## config.mk

```make
export PLATFORM = sky130hd
export DESIGN_NAME = serial_cmp_ctrl
export DESIGN_NICKNAME = d
export VERILOG_FILES = /design/src/rtl/cmp_pkg.sv /design/src/rtl/comparator.sv /design/src/rtl/serial_cmp_ctrl.sv
export SDC_FILE = /design/constraint.sdc
export NUM_CORES = 1
export LEC_CHECK = 0
export CELL_PAD_IN_SITES_DETAIL_PLACEMENT = 1
export CELL_PAD_IN_SITES_GLOBAL_PLACEMENT = 2
export CORE_MARGIN = 5
export CORE_UTILIZATION = 33
export CTS_CLUSTER_DIAMETER = 30
export DETAILED_ROUTE_END_ITERATION = 8
export GPL_ROUTABILITY_DRIVEN = 0
export PLACE_DENSITY = 0.8
export SYNTH_ARGS = -nofsm -noshare
export SYNTH_HDL_FRONTEND = slang
export SYNTH_SLANG_ARGS = --single-unit
```

## constraint.sdc

```tcl
create_clock -name clk -period 3.6 [get_ports clk]
set_clock_uncertainty 0.1 [all_clocks]
set_input_delay 0.36 -clock clk [delete_from_list [all_inputs] [get_ports clk]]
set_output_delay 0.36 -clock clk [all_outputs]
set_load 0.01 [all_outputs]
```

## src/rtl/cmp_pkg.sv

```systemverilog
// Shared definitions for the serial magnitude comparator.
//   state_t : sequencer states (IDLE waits for a request, RUN walks digits)
//   DIGIT_W : width of one digit handled by the comparator cell per cycle
package cmp_pkg;

  typedef enum logic {
    IDLE = 1'b0,
    RUN  = 1'b1
  } state_t;

  localparam int DIGIT_W = 2;

endpackage

```

## src/rtl/comparator.sv

```systemverilog
// 2-bit unsigned magnitude comparator cell, purely combinational.
// Ports:
//   i_a, i_b : 2-bit unsigned digits
//   o_gt     : i_a >  i_b
//   o_eq     : i_a == i_b
//   o_lt     : i_a <  i_b
// Exactly one output is high for any input combination.
module comparator
  import cmp_pkg::*;
(
  input  logic [DIGIT_W-1:0] i_a,
  input  logic [DIGIT_W-1:0] i_b,
  output logic               o_gt,
  output logic               o_eq,
  output logic               o_lt
);

  always_comb begin
    o_gt = (i_a > i_b);
    o_eq = (i_a == i_b);
    o_lt = (i_a < i_b);
  end

endmodule

```

## src/rtl/serial_cmp_ctrl.sv

```systemverilog
// Serial unsigned magnitude comparator sequencer.
// Compares two WIDTH-bit operands one 2-bit digit per cycle, MSB first,
// through a single shared comparator cell, and stops at the first unequal
// digit. All outputs are registered.
// Ports:
//   clk        : clock, rising edge
//   rst_n      : synchronous active-low reset
//   start      : request, accepted only while not busy
//   a, b       : unsigned operands, captured on an accepted start
//   busy       : comparison in progress
//   done       : one-cycle pulse, result valid
//   a_gt_b, a_eq_b, a_lt_b : one-hot result, held until the next accepted start
//   cycles     : digits examined for the last result (1..DIGITS)
module serial_cmp_ctrl
  import cmp_pkg::*;
#(
  parameter  int WIDTH  = 8,
  localparam int DIGITS = WIDTH / 2,
  localparam int CW     = $clog2(DIGITS) + 1
) (
  input  logic             clk,
  input  logic             rst_n,
  input  logic             start,
  input  logic [WIDTH-1:0] a,
  input  logic [WIDTH-1:0] b,
  output logic             busy,
  output logic             done,
  output logic             a_gt_b,
  output logic             a_eq_b,
  output logic             a_lt_b,
  output logic [CW-1:0]    cycles
);

  localparam logic [CW-1:0] LAST_DIGIT = CW'(DIGITS - 1);

  state_t           r_state;
  logic [WIDTH-1:0] r_sa;
  logic [WIDTH-1:0] r_sb;
  logic [CW-1:0]    r_cnt;
  logic             r_busy;
  logic             r_done;
  logic             r_gt;
  logic             r_eq;
  logic             r_lt;
  logic [CW-1:0]    r_cycles;

  state_t           w_state;
  logic [WIDTH-1:0] w_sa;
  logic [WIDTH-1:0] w_sb;
  logic [CW-1:0]    w_cnt;
  logic             w_busy;
  logic             w_done;
  logic             w_gt;
  logic             w_eq;
  logic             w_lt;
  logic [CW-1:0]    w_cycles;

  logic             w_slice_gt;
  logic             w_slice_eq;
  logic             w_slice_lt;

  // The cell always looks at the current top digit; the shift registers
  // move the next digit into that position after each equal digit.
  comparator u_slice (
    .i_a  (r_sa[WIDTH-1 -: DIGIT_W]),
    .i_b  (r_sb[WIDTH-1 -: DIGIT_W]),
    .o_gt (w_slice_gt),
    .o_eq (w_slice_eq),
    .o_lt (w_slice_lt)
  );

  always_comb begin
    w_state  = r_state;
    w_sa     = r_sa;
    w_sb     = r_sb;
    w_cnt    = r_cnt;
    w_busy   = r_busy;
    w_done   = 1'b0;
    w_gt     = r_gt;
    w_eq     = r_eq;
    w_lt     = r_lt;
    w_cycles = r_cycles;

    unique case (r_state)
      IDLE: begin
        if (start) begin
          w_sa    = a;
          w_sb    = b;
          w_cnt   = '0;
          w_gt    = 1'b0;
          w_eq    = 1'b0;
          w_lt    = 1'b0;
          w_busy  = 1'b1;
          w_state = RUN;
        end
      end
      RUN: begin
        if (w_slice_eq && (r_cnt == LAST_DIGIT)) begin
          // Every digit matched: operands are equal.
          w_eq     = 1'b1;
          w_cycles = CW'(DIGITS);
          w_done   = 1'b1;
          w_busy   = 1'b0;
          w_state  = IDLE;
        end else if (w_slice_eq) begin
          w_sa  = r_sa << DIGIT_W;
          w_sb  = r_sb << DIGIT_W;
          w_cnt = r_cnt + CW'(1);
        end else begin
          // First unequal digit from the MSB decides the whole compare.
          w_gt     = w_slice_gt;
          w_lt     = w_slice_lt;
          w_eq     = 1'b0;
          w_cycles = r_cnt + CW'(1);
          w_done   = 1'b1;
          w_busy   = 1'b0;
          w_state  = IDLE;
        end
      end
      default: begin
        w_state = IDLE;
        w_busy  = 1'b0;
      end
    endcase
  end

  always_ff @(posedge clk) begin
    if (!rst_n) begin
      r_state  <= IDLE;
      r_sa     <= '0;
      r_sb     <= '0;
      r_cnt    <= '0;
      r_busy   <= 1'b0;
      r_done   <= 1'b0;
      r_gt     <= 1'b0;
      r_eq     <= 1'b0;
      r_lt     <= 1'b0;
      r_cycles <= '0;
    end else begin
      r_state  <= w_state;
      r_sa     <= w_sa;
      r_sb     <= w_sb;
      r_cnt    <= w_cnt;
      r_busy   <= w_busy;
      r_done   <= w_done;
      r_gt     <= w_gt;
      r_eq     <= w_eq;
      r_lt     <= w_lt;
      r_cycles <= w_cycles;
    end
  end

  assign busy   = r_busy;
  assign done   = r_done;
  assign a_gt_b = r_gt;
  assign a_eq_b = r_eq;
  assign a_lt_b = r_lt;
  assign cycles = r_cycles;

endmodule

```

# [Word level (Yosys, flattened, before mapping)]
# Index checks and enable logic that the tools add are counted.
[op_classes] reduce_logical=6 eq_ne=8 add_sub_neg=1 n_mux=33 bitwise=1 magnitude_cmp=2
[ops] op="2-to-1 mux 8 bit" count=6
[ops] op="one-hot mux 8 bit (2 select lines)" count=2
[ops] op="2-to-1 mux 3 bit" count=5
[ops] op="2-to-1 mux 1 bit" count=14
[ops] op="one-hot mux 1 bit (2 select lines)" count=5
[ops] op="!= test 2 bit, second input constant" count=3
[ops] op="one-hot mux 3 bit (2 select lines)" count=1
[ops] op="AND reduction 2 bit" count=3
[ops] op="AND reduction 3 bit" count=2
[ops] op="!= test 2 x 1 -> 1 bit, second input constant" count=2
[ops] op="adder 3 x 1 -> 3 bit, second input constant" count=1
[ops] op="equality test 3 x 2 -> 1 bit, second input constant" count=1
[ops] op="!= test 3 x 2 -> 1 bit, second input constant" count=1
[ops] op="equality test 2 bit" count=1
[ops] op="greater-than comparator 2 bit" count=1
[ops] op="< comparator 2 bit" count=1
[ops] op="logical AND 1 bit" count=1
[ops] op="NOT 1 bit" count=1
[word_totals] inputBits=19 reg_bits=28 out_inout_bits=8

# [Longest topological paths before layout]
[depth] word_depth=4 depth_mapped=6 depth_no_buf=5

# [Hierarchy]
# Synthesis repeated with hierarchy kept, for this count alone.
[unflattened] cells_unflattened=138 hier_area_um2=1403.8
[by_module_without_submodules] module="serial_cmp_ctrl" n_inst=1 area_per_inst_um2=1341.3 seq_area_each_um2=560.5 cells_each=129
[by_module_without_submodules] module="comparator" n_inst=1 area_per_inst_um2=62.6 seq_area_each_um2=0.0 cells_each=9

# [Least setup slack after synthesis]
# OpenSTA, ideal clock, no wires.
[synth_timing] path_kind="reg-to-reg" start="reg r_cnt[0]" end="reg r_cnt[2]" setup_slack_ns=2.070 t_arrival_ns=1.306 t_required_ns=3.376 stages_incl_launch_ff=7 synth_period_minus_slack_ns=1.530 n_path_buf=1 cell_sequence="dfxtp_1 ha_1 ha_1 nand4b_1 nand2b_4 buf_6 o32ai_1"
[synth_between] elab_chain_cells=4 elab_cells_between_ends=8 classes_between="add/sub (1); eq/ne (2); mux (3); reduce/logical (2)"
[synth_lines] item="start: declaration" line="serial_cmp_ctrl.sv:39" text="logic [CW-1:0] r_cnt;"
[synth_lines] item="start signal: assignment" line="serial_cmp_ctrl.sv:143" text="r_cnt <= w_cnt;"
[synth_lines] item="adder 3 x 1 -> 3 bit or equality test 3 x 2 -> 1 bit (tied branches)" line="serial_cmp_ctrl.sv:108, serial_cmp_ctrl.sv:98"
[synth_lines] item="2-to-1 mux 3 bit or logical AND 1 bit (tied branches)" line="serial_cmp_ctrl.sv:105, serial_cmp_ctrl.sv:98"
[synth_lines] item="2-to-1 mux 3 bit or != test 2 bit (tied branches)"
[synth_lines] item="one-hot mux 3 bit (2 select lines) or AND reduction 3 bit (tied branches)"
# Parallel ways exist; a longest one is shown, timed or not. The select of a mux whose other input is x is not followed.
# A chain may end at the register's enable or synchronous reset.

# [Worst setup path in the final report]
[layout_timing] start="reg r_cnt[0]" end="reg r_sa[2]"
[layout_between] elab_chain_cells=4
[layout_lines] item="equality test 3 x 2 -> 1 bit" line="serial_cmp_ctrl.sv:98" text="if (w_slice_eq && (r_cnt == LAST_DIGIT)) begin"
[layout_lines] item="logical AND 1 bit" line="serial_cmp_ctrl.sv:98"
[layout_lines] item="!= test 2 bit (no line)"
[layout_lines] item="AND reduction 3 bit (no line)"
[layout_lines] item="end signal: assignment" line="serial_cmp_ctrl.sv:141" text="r_sa <= w_sa;"
[layout_lines] item="end: declaration" line="serial_cmp_ctrl.sv:37" text="logic [WIDTH-1:0] r_sa;"
# No other way between the ends.

==> impl_metrics.py <==
metrics = {
    "synth": {
        "yosysTopAreaCell": "dfxtp_1",
        "yosysSeqAreaShare_pct": 42.11,
        "synth.cell_area_mm2": 0.001331,
        "yosysWarnings": 0,
        "synthTopCellsByArea": "dfxtp_1, a211oi_2, mux2i_1",
        "synth.distinct_cells": 30,
        "synth-seq-cells": 28,
        "syn-num-nets": 156,
        "synth_cells": 133,
        "synth_top_area_share_pct": 42.11,
        "postSynthAreaPerCell_um2": 10.01,
    },
    "worst_setup_path": {
        "critPathBufInv": 0,
        "slowest_delay_ns": 0.56,
        "path_depth": 5,
        "cp-end-kind": "flip-flop",
        "crit_path_top_delay_cell": "and4b_1",
        "crit_top_cell": "ha_1",
        "r2r_end": "r_sa[2]",
        "path_class": "flip-flop to flip-flop",
        "cp-start-kind": "flip-flop",
        "endpoint": "r_sa[2]",
        "reg2regPathDepth": 5,
        "crit_family": "simple AND/OR/NAND/NOR gates",
        "arrival_ns": 1.96,
        "reg2reg_from": "r_cnt[0]",
        "crit_start": "r_cnt[0]",
        "worstPathCellList": "ha_1 > ha_1 > and4b_1 > nor3_1 > a211oi_2",
        "cp_data_required_time_ns": 3.69,
        "critPathMaxFanout": 12,
        "ff2ff_setup_slack_ns": 1.73,
    },
    "layout": {
        "postLayoutCoreUtil_pct": 42.21,
        "instances_no_fill": 206,
        "area_growth_pct": 25.00,
        "fin_nets": 180,
        "layout-drive-gt1-share_pct": 11.54,
        "n_antenna_cell": 0,
    },
    "clock_network": {
        "htree_levels": 1,
        "cts_setup_buffers": 0,
        "cts_tree": "built",
        "ctsResizeCount": 0,
        "path_clk_slew_ns": 0.10,
        "cts_root_buf": "clkbuf_8",
        "cts_made_buffers": 3,
        "clock-sinks": 28,
        "clk_latency_ns": 0.28,
        "hold_buffers": 0,
        "cts-root-to-sink-buffers": 2,
    },
    "pwr": {
        "power_frac_comb_pct": 23.5,
        "p_sw_w": 0.0002226,
        "p_leak_nw": 0.6033,
        "clock_power_share_pct": 31.2,
        "p_sw_share_pct": 27.63,
        "p_seq_share_pct": 45.2,
        "max-vdd-ir-drop_mv": 0.1835,
        "powerDensity_mw_per_mm2": 484.2,
        "p_int_w": 0.0005831,
    },
    "global_route": {
        "grt_overflow_total": 0,
        "track_usage_pct": 11.99,
        "grt_start_max_net_pins": 24,
        "grt_first_pass_wirelength_um": 5057,
        "antenna_found_initial": 0,
        "grt_pass1_vias": 1108,
    },
    "die": {
        "rows": 23,
        "die_area_mm2": 0.005404,
        "die_h_um": 73.52,
        "core_area_mm2": 0.003943,
        "fp.dieW_um": 73.52,
        "ios": 27,
        "start_util_pct": 33.77,
    },
    "routing": {
        "vias": 1053,
        "drc": 0,
        "drtAntennaViolNets": 0,
        "wirelength_um": 3094,
        "viasPerCell": 5.112,
        "drt_first_pass_iters": 3,
        "routedWlPerCell_um": 15.02,
        "first_iter_violations": 34,
    },
    "placement": {
        "dpl.hpwl_um": 2205,
        "portBuffers": 26,
        "dp.cells": 202,
    },
    "job": {
        "maxCapViolCount": 0,
    },
    "sta": {
        "setup_viol": 0,
        "worst-slew-pin-transition_ns": 0.6329,
        "finalHoldViolCount": 0,
        "grt_setup_unrepaired": "false",
        "drv_slew": 0,
        "fmax_ghz": 0.5355,
        "fin_tns_setup_ns": 0,
        "slew_headroom_pct": 57.76,
        "min_period_ns": 1.868,
        "fin_crit_sh_pct": 51.88,
    },
    "worst_hold_path": {
        "hp-class": "flip-flop to flip-flop",
    },
    "status": {
        "status": "finished, final reports clean",
    },
}
==> final cells by class <==
class / count / area (um^2)
inverter: 4 / 15.01
fill: 459 / 2278
clock buffer: 3 / 41.29
tap: 50 / 62.56
clock inverter: 1 / 30.03
multi-input combinational: 91 / 671.9
timing repair buffer: 29 / 282.8
sequential: 28 / 560.5
==> kinds of logic after synthesis <==
family	after synthesis	share of synthesized area (%)
muxes	12	9.023
buffers and inverters	14	7.424
DFF	28	42.11
adders and majority gates	4	3.760
AOI/OAI and AO/OA	34	21.24
and+or+nand+nor	41	16.45
==> sequential cells by signal, summed over array words and instances, names as in the netlist <==
register / cells
a_eq_b: 1
r_state: 1
cycles: 3
done: 1
r_sa: 8
a_gt_b: 1
a_lt_b: 1
r_cnt: 3
r_sb: 8
busy: 1
==> Yosys cell counts (all sizes together) <==
library cell,n
dfxtp,28
nand2,14
mux2i,12
a211oi,11
nor3,10
buf,8
o21ai,6
nand2b,5
nand3,5
ha,4
inv,4
o22ai,4
a21oi,3
o21a,3
and2,2
clkbuf,2
nand4b,2
o211a,2
o21bai,2
a21boi,1
a31oi,1
and4b,1
nor2b,1
o32ai,1
or2,1
==> worst min path at each step <==
stage,slack (ns),start,to,depth (start not counted)
after global placement,0.34,r_sa[0],r_sa[0],2
after CTS,0.36,r_sa[0],r_sa[0],2
after detailed placement,0.35,r_sa[0],r_sa[0],2
after floorplan,0.33,r_sa[0],r_sa[0],2
after global routing,0.40,r_sa[1],r_sa[1],2
final,0.36,r_sa[0],r_sa[0],2
==> layout by cell type, fill, tap and decap left out <==
cell type	netlist	routed
ha_1	4	4
dfxtp_1	28	28
nand2b_4	1	1
buf_4	2	3
nand2b_1	4	4
mux2i_1	12	12
a21boi_1	1	1
or2_1	1	1
o21ai_0	2	2
nand2_1	14	14
and2_1	2	2
nand3_1	5	5
o21a_1	3	3
o21bai_1	2	2
nand4b_1	2	2
a211oi_2	10	10
a211oi_1	1	1
inv_1	4	4
bufinv_16	0	1
nor2b_1	1	1
a31oi_1	1	1
and4b_1	1	1
nor3_1	10	10
clkdlybuf4s50_1	0	26
o32ai_1	1	1
clkbuf_8	0	3
o21ai_1	4	4
o22ai_1	4	4
o211a_1	2	2
a21oi_1	3	3
==> power by group through the flow <==
stage | registers (W) | logic (W) | clock network (W)
2_1_floorplan | 0.000367 | 0.000141 | 0
3_3_place_gp | 0.000369 | 0.000185 | 0
3_5_place_dp | 0.000372 | 0.000191 | 0
4_1_cts | 0.000365 | 0.000192 | 0.000261
5_1_grt | 0.000368 | 0.000207 | 0.000269
6_report | 0.000365 | 0.000190 | 0.000252
==> worst reg2reg max path, cell delays in order, from the launching register on <==
cell and delay [ns]:
dfxtp_1 0.34, ha_1 0.21, ha_1 0.23, and4b_1 0.56, nor3_1 0.12, a211oi_2 0.23
==> metrics by stage <==
| stage | cell area [um^2] | setup WS [ns] | hold WS (ns) | power [W] |
|---|---|---|---|---|
| floorplan | 1331 | 2.070 | 0.3281 | 0.0005086 |
| global placement | 1593 | 1.648 | 0.3401 | 0.0005545 |
| detailed placement | 1593 | 1.603 | 0.3451 | 0.0005626 |
| CTS | 1664 | 1.701 | 0.3629 | 0.0008178 |
| global route | 1664 | 1.622 | 0.3969 | 0.0008440 |
| finish | 1664 | 1.733 | 0.3615 | 0.0008058 |
==> layer usage <==
layer	up-vias	global-route usage, %	routed length, um
li1	525	-	-
met1	503	14.39	1358
met2	21	21.26	1566
met3	4	2.462	137
met4	0	3.622	31
met5	-	0	0
Note: power is estimated with default switching activity, not from simulation.
